File: src/rtl/firebird7_in_gate1_tessent_mux_ctrl_pkg.sv
// Shared types and default sizing for the gate1 w3 IJTAG data-mux select sequencer.
// Per-state output encoding lives here, so the FSM and any future users decode states the same way.
package firebird7_in_gate1_tessent_mux_ctrl_pkg;

  localparam int DEF_WIDTH         = 3;
  localparam int DEF_SETTLE_CYCLES = 4;
  localparam int DEF_ACK_TIMEOUT   = 255;

  typedef enum logic [2:0] {
    FUNC       = 3'd0,
    HOLD_REQ   = 3'd1,
    SETTLE_IN  = 3'd2,
    IJTAG      = 3'd3,
    SETTLE_OUT = 3'd4,
    REL_WAIT   = 3'd5
  } mux_ctrl_state_t;

  typedef struct packed {
    logic select;
    logic hold_req;
    logic busy;
  } ctrl_out_t;

  // Output levels owned by each state; registered from the next state so they change on the transition edge.
  function automatic ctrl_out_t state_outputs(input mux_ctrl_state_t s);
    ctrl_out_t o;
    o = '0;
    case (s)
      FUNC:       o = '{select: 1'b0, hold_req: 1'b0, busy: 1'b0};
      HOLD_REQ:   o = '{select: 1'b0, hold_req: 1'b1, busy: 1'b1};
      SETTLE_IN:  o = '{select: 1'b0, hold_req: 1'b1, busy: 1'b1};
      IJTAG:      o = '{select: 1'b1, hold_req: 1'b1, busy: 1'b0};
      SETTLE_OUT: o = '{select: 1'b0, hold_req: 1'b1, busy: 1'b1};
      REL_WAIT:   o = '{select: 1'b0, hold_req: 1'b0, busy: 1'b1};
      default:    o = '0;
    endcase
    return o;
  endfunction

endpackage

File: src/rtl/firebird7_in_gate1_tessent_mux_ctrl_cnt.sv
// Loadable saturating down-counter; done is high while the count is zero, and a load takes effect on the next edge.
// Counts down on every cycle without a load, so the owner only has to pulse load on each state entry.
module firebird7_in_gate1_tessent_mux_ctrl_cnt #(
  parameter int W = 8
) (
  input  logic         clk,
  input  logic         reset,
  input  logic         load,
  input  logic [W-1:0] load_val,
  output logic         done
);

  logic [W-1:0] cnt;

  always_ff @(posedge clk) begin
    if (reset) begin
      cnt <= '0;
    end else if (load) begin
      cnt <= load_val;
    end else if (cnt != '0) begin
      cnt <= cnt - W'(1);
    end
  end

  assign done = (cnt == '0);

endmodule

File: src/rtl/firebird7_in_gate1_tessent_data_mux_ctrl.sv
// Sequences ijtag_select: hold handshake, settle, then switch; the reverse happens on release. Takeover latency is 2+SETTLE_CYCLES edges.
// The functional owner throttles the sequence through func_hold_ack; a missing ack edge after ACK_TIMEOUT cycles raises sticky timeout_err.
module firebird7_in_gate1_tessent_data_mux_ctrl
  import firebird7_in_gate1_tessent_mux_ctrl_pkg::*;
#(
  parameter int WIDTH         = DEF_WIDTH,
  parameter int SETTLE_CYCLES = DEF_SETTLE_CYCLES,
  parameter int ACK_TIMEOUT   = DEF_ACK_TIMEOUT
) (
  input  logic             ijtag_tck,
  input  logic             ijtag_reset,
  input  logic             ijtag_takeover_req,
  input  logic             err_clear,
  input  logic             func_hold_ack,
  input  logic [WIDTH-1:0] functional_data_in,
  output logic             func_hold_req,
  output logic             ijtag_select,
  output logic [WIDTH-1:0] snapshot_data,
  output logic             ctrl_busy,
  output logic             timeout_err
);

  localparam int SET_W = $clog2(SETTLE_CYCLES + 1);
  localparam int ACK_W = $clog2(ACK_TIMEOUT + 1);

  mux_ctrl_state_t state;
  mux_ctrl_state_t state_nxt;
  ctrl_out_t       outs_q;
  logic            state_change;
  logic            timeout_set;
  logic            settle_done;
  logic            ack_done;

  always_comb begin
    state_nxt   = state;
    timeout_set = 1'b0;
    case (state)
      FUNC: begin
        if (ijtag_takeover_req && !timeout_err) state_nxt = HOLD_REQ;
      end
      HOLD_REQ: begin
        if (func_hold_ack) begin
          state_nxt = SETTLE_IN;
        end else if (!ijtag_takeover_req) begin
          state_nxt = REL_WAIT;
        end else if (ack_done) begin
          state_nxt   = REL_WAIT;
          timeout_set = 1'b1;
        end
      end
      // A dropped request does not abort here: finish the switch, then IJTAG releases it.
      SETTLE_IN: begin
        if (settle_done) state_nxt = IJTAG;
      end
      IJTAG: begin
        if (!ijtag_takeover_req) state_nxt = SETTLE_OUT;
      end
      SETTLE_OUT: begin
        if (settle_done) state_nxt = REL_WAIT;
      end
      REL_WAIT: begin
        if (!func_hold_ack) begin
          state_nxt = FUNC;
        end else if (ack_done) begin
          state_nxt   = FUNC;
          timeout_set = 1'b1;
        end
      end
      default: state_nxt = FUNC;
    endcase
    state_change = (state_nxt != state);
  end

  // Both counters restart on every state entry; only the relevant states look at their done flag.
  firebird7_in_gate1_tessent_mux_ctrl_cnt #(.W(SET_W)) u_settle_cnt (
    .clk      (ijtag_tck),
    .reset    (ijtag_reset),
    .load     (state_change),
    .load_val (SET_W'(SETTLE_CYCLES - 1)),
    .done     (settle_done)
  );

  firebird7_in_gate1_tessent_mux_ctrl_cnt #(.W(ACK_W)) u_ack_cnt (
    .clk      (ijtag_tck),
    .reset    (ijtag_reset),
    .load     (state_change),
    .load_val (ACK_W'(ACK_TIMEOUT - 1)),
    .done     (ack_done)
  );

  always_ff @(posedge ijtag_tck) begin
    if (ijtag_reset) begin
      state         <= FUNC;
      outs_q        <= '0;
      snapshot_data <= '0;
      timeout_err   <= 1'b0;
    end else begin
      state  <= state_nxt;
      outs_q <= state_outputs(state_nxt);
      if (state == HOLD_REQ && func_hold_ack) snapshot_data <= functional_data_in;
      // A timeout on the same edge as err_clear must stay visible.
      if (timeout_set) begin
        timeout_err <= 1'b1;
      end else if (err_clear) begin
        timeout_err <= 1'b0;
      end
    end
  end

  assign ijtag_select  = outs_q.select;
  assign func_hold_req = outs_q.hold_req;
  assign ctrl_busy     = outs_q.busy;

endmodule

File: config.mk
export PLATFORM = sky130hd
export DESIGN_NAME = firebird7_in_gate1_tessent_data_mux_ctrl
export DESIGN_NICKNAME = d
export VERILOG_FILES = /design/src/rtl/firebird7_in_gate1_tessent_mux_ctrl_pkg.sv /design/src/rtl/firebird7_in_gate1_tessent_mux_ctrl_cnt.sv /design/src/rtl/firebird7_in_gate1_tessent_data_mux_ctrl.sv
export SDC_FILE = /design/constraint.sdc
export NUM_CORES = 1
export LEC_CHECK = 0
export ABC_AREA = 1
export BUFFER_PORTS_ARGS = -buffer_cell sky130_fd_sc_hd__clkbuf_2
export CAP_MARGIN = 15
export CORE_AREA = 2 2 64 66
export CTS_CLUSTER_DIAMETER = 50
export DETAILED_ROUTE_END_ITERATION = 16
export DIE_AREA = 0 0 66 68
export HOLD_SLACK_MARGIN = 0.05
export RECOVER_POWER = 25
export SLEW_MARGIN = 20
export SYNTH_ARGS = -nofsm -noshare
export SYNTH_HDL_FRONTEND = slang
export SYNTH_HIERARCHICAL = 1
export SYNTH_SLANG_ARGS = --single-unit
File: constraint.sdc
create_clock -name ijtag_tck -period 3.2 [get_ports ijtag_tck]
set_input_delay 0.32 -clock ijtag_tck [delete_from_list [all_inputs] [get_ports ijtag_tck]]
set_output_delay 0.32 -clock ijtag_tck [all_outputs]
set_load 0.05 [all_outputs]
==> flow_summary.toml <==
[sta]
rsz0062_at_grt = "no"
fin_crit_sh = 0.802
tightest_slew_ns = 0.592
maxSlewViolCount = 0
hold_violations = 0
fin_hold_ws_ns = 0.307
relSlewSlack = 0.607
clock.fmax_mhz = 390
period_needed_ns = 2.57
fin_worst_skew_ns = 0.00559
setup_viol = 0
tns_ns = 0

[logic_synthesis]
netlist_area_um2 = 1290
syn-instance-count = 189
yosys.area.top_type_share = 0.327
ys_types = 29
yosysWarnings = 6
synth_flop_cell = "dfxtp_1"
synth_top_cells_by_area = "dfxtp_1 33%, nand2_1 9.9%, nor2_1 9.3%"
yosys.area.top_type = "dfxtp_1"
synth-seq-cells = 21
avgSynthCellArea_um2 = 6.81
synth_commonest_cells = "34 x nand2_1, 32 x nor2_1, 22 x inv_1"
yosysSeqAreaShare = 0.327
async_flop_share = 0
synth_edf_count = 0
synth.most_common_cell = "nand2_1"

[floorplanning]
io_pins = 15
core_region_area_um2 = 3860
die_area_um2 = 4490
rows = 23
die_x_um = 66
start_util = 0.334
die_h_um = 68

[worst_setup_path]
setup.worst_path.start = "u_ack_cnt/cnt[0]$_SDFFE_PP0P_"
worstSetupPathType = "flip-flop to flip-flop"
crit_chain = "inv_1 > ha_1 > nand2_2 > nor2_8 > inv_1 > nand2_1 > inv_1 > nand2_2 > nand3_2 > nor2_4 > nand2_1 > nand3_1 > inv_2 > nand2_2 > inv_2 > nor3_1"
crit_path_start_kind = "flip-flop"
required_ns = 3.39
crit_path_top_delay_cell = "nand3_1"
worstPathArrival_ns = 2.75
path_delay_family = "simple AND/OR/NAND/NOR gates"
critPathBufInv = 5
end_kind = "flip-flop"
critPathMaxStageDelay_ns = 0.41
critPathMaxFanout = 15
rr_startpoint = "u_ack_cnt/cnt[0]$_SDFFE_PP0P_"

[finish]
final-instance-count-excl-fill = 265
syn_to_final_growth_pct = 14.9
final_nets = 227
n_antenna_cell = 0
layout-drive-gt1-share = 0.181
fin_util = 0.383

[detailed_routing]
wire_per_inst_um = 9.35
drc = 0
firstDrtPassIters = 4
viasPerCell = 4.32
drtIter0Drc = 53
drt-total-wl_um = 2480
drtAntennaViolNets = 0
num_vias = 1146

[power]
leakage_nw = 0.713
max-vdd-ir-drop_mv = 0.394
p_per_area_nw_per_um2 = 868

[global_routing]
grt_max_degree = 16
grt_pass1_wl_um = 4570
antenna_found_initial = 0
grt_pass1_vias = 1087
grt_usage = 0.129
overflow = 0

[clock_network]
ctsResizeCount = 0
cts_post_setup_buffers_inserted = 0
clockBufferDepth = 2
cts_tree = "done"
clock_sinks = 21
clk_latency_ns = 0.26
clockRootBuffer = "clkbuf_8"
clk_pin_slew_ns = 0.08
htreeDepth = 1
holdBufCountCts = 0
cts_buffers = 3

[min_path]
worstHoldPathType = "input port to flip-flop"
worstHoldStart = "functional_data_in[0]"

[placement]
gp_congestion = 0.864
port_buffers = 14
dp_hpwl_um = 1910
placedCellCount = 261

[run_status]
status = "complete, no violations"

[run]
cap_violations = 0
layout make-up:
cell class	instances	area, µm²
repair buffers	14	62.6
flip-flops and latches	21	420
well taps	50	62.6
inverters	30	114
fillers	442	2380
multi-input cells	146	773
clock buffers	4	45.0
path summary, 6_finish.rpt:
kind              slack, ns  cells after the start                             to
hold reg to reg        0.48                      2  snapshot_data[1]$_SDFFE_PP0P_
setup reg to reg       0.63                     16  u_ack_cnt/cnt[2]$_SDFFE_PP0P_
setup / recovery       0.63                     16  u_ack_cnt/cnt[2]$_SDFFE_PP0P_
hold / removal         0.31                      3  snapshot_data[0]$_SDFFE_PP0P_
registers in the layout, indices dropped and copies added, names as in the netlist:
register and count:
state 3, u_settle_cnt/cnt 3, u_ack_cnt/cnt 8, func_hold_req 1, ctrl_busy 1, timeout_err 1, ijtag_select 1, snapshot_data 3
cell usage in the layout, fill, tap and decap left out, types with 4 or more instances in the layout:
cell      instances
clkbuf_2          8
nor3_1            5
inv_2             7
conb_1           11
nand3_1          10
clkbuf_1          7
nand2_1          34
inv_1            22
dfxtp_1          21
nand2_2           7
nor2_1           33
o21ai_0           9
a21oi_1           7
nand3_2           4
cell families after synthesis:
group,Yosys count,share of synthesized area
simple gates,105,0.419
buf+inv,31,0.0924
compound gates,23,0.0992
flops,21,0.327
xor+xnor,4,0.0272
fa+ha+maj,3,0.0292
other cells,2,0.00584
stage by stage:
stage	instance area (µm²)	total power, mW	setup WS (ns)
floorplan	1320	1.01	0.984
global placement	1450	1.13	0.647
global route	1480	1.44	0.278
detailed placement	1450	1.12	0.647
finish	1480	1.28	0.635
CTS	1490	1.31	0.610
where the power goes:
part	internal (mW)	total, mW	switching [mW]
sequential	0.346	0.416	0.0698
combinational	0.242	0.694	0.452
clock	0.0886	0.173	0.0845
routing by layer:
layer / vias up / share of wire / global-route usage
li1: 636 / - / -
met1: 488 / 0.50 / 0.155
met2: 20 / 0.46 / 0.225
met3: 2 / 0.033 / 0.0345
met4: 0 / 0.0056 / 0.0434
met5: - / 0 / 0
worst reg2reg max path, delay by kind of cell (launching register included):
family	cells	cell delay, ns
AND/OR/NAND/NOR	10	1.50
adder cells (fa/ha/maj)	1	0.24
flip-flops	1	0.31
buffers and inverters	5	0.44
No activity file was read; power rests on OpenSTA's default activity.
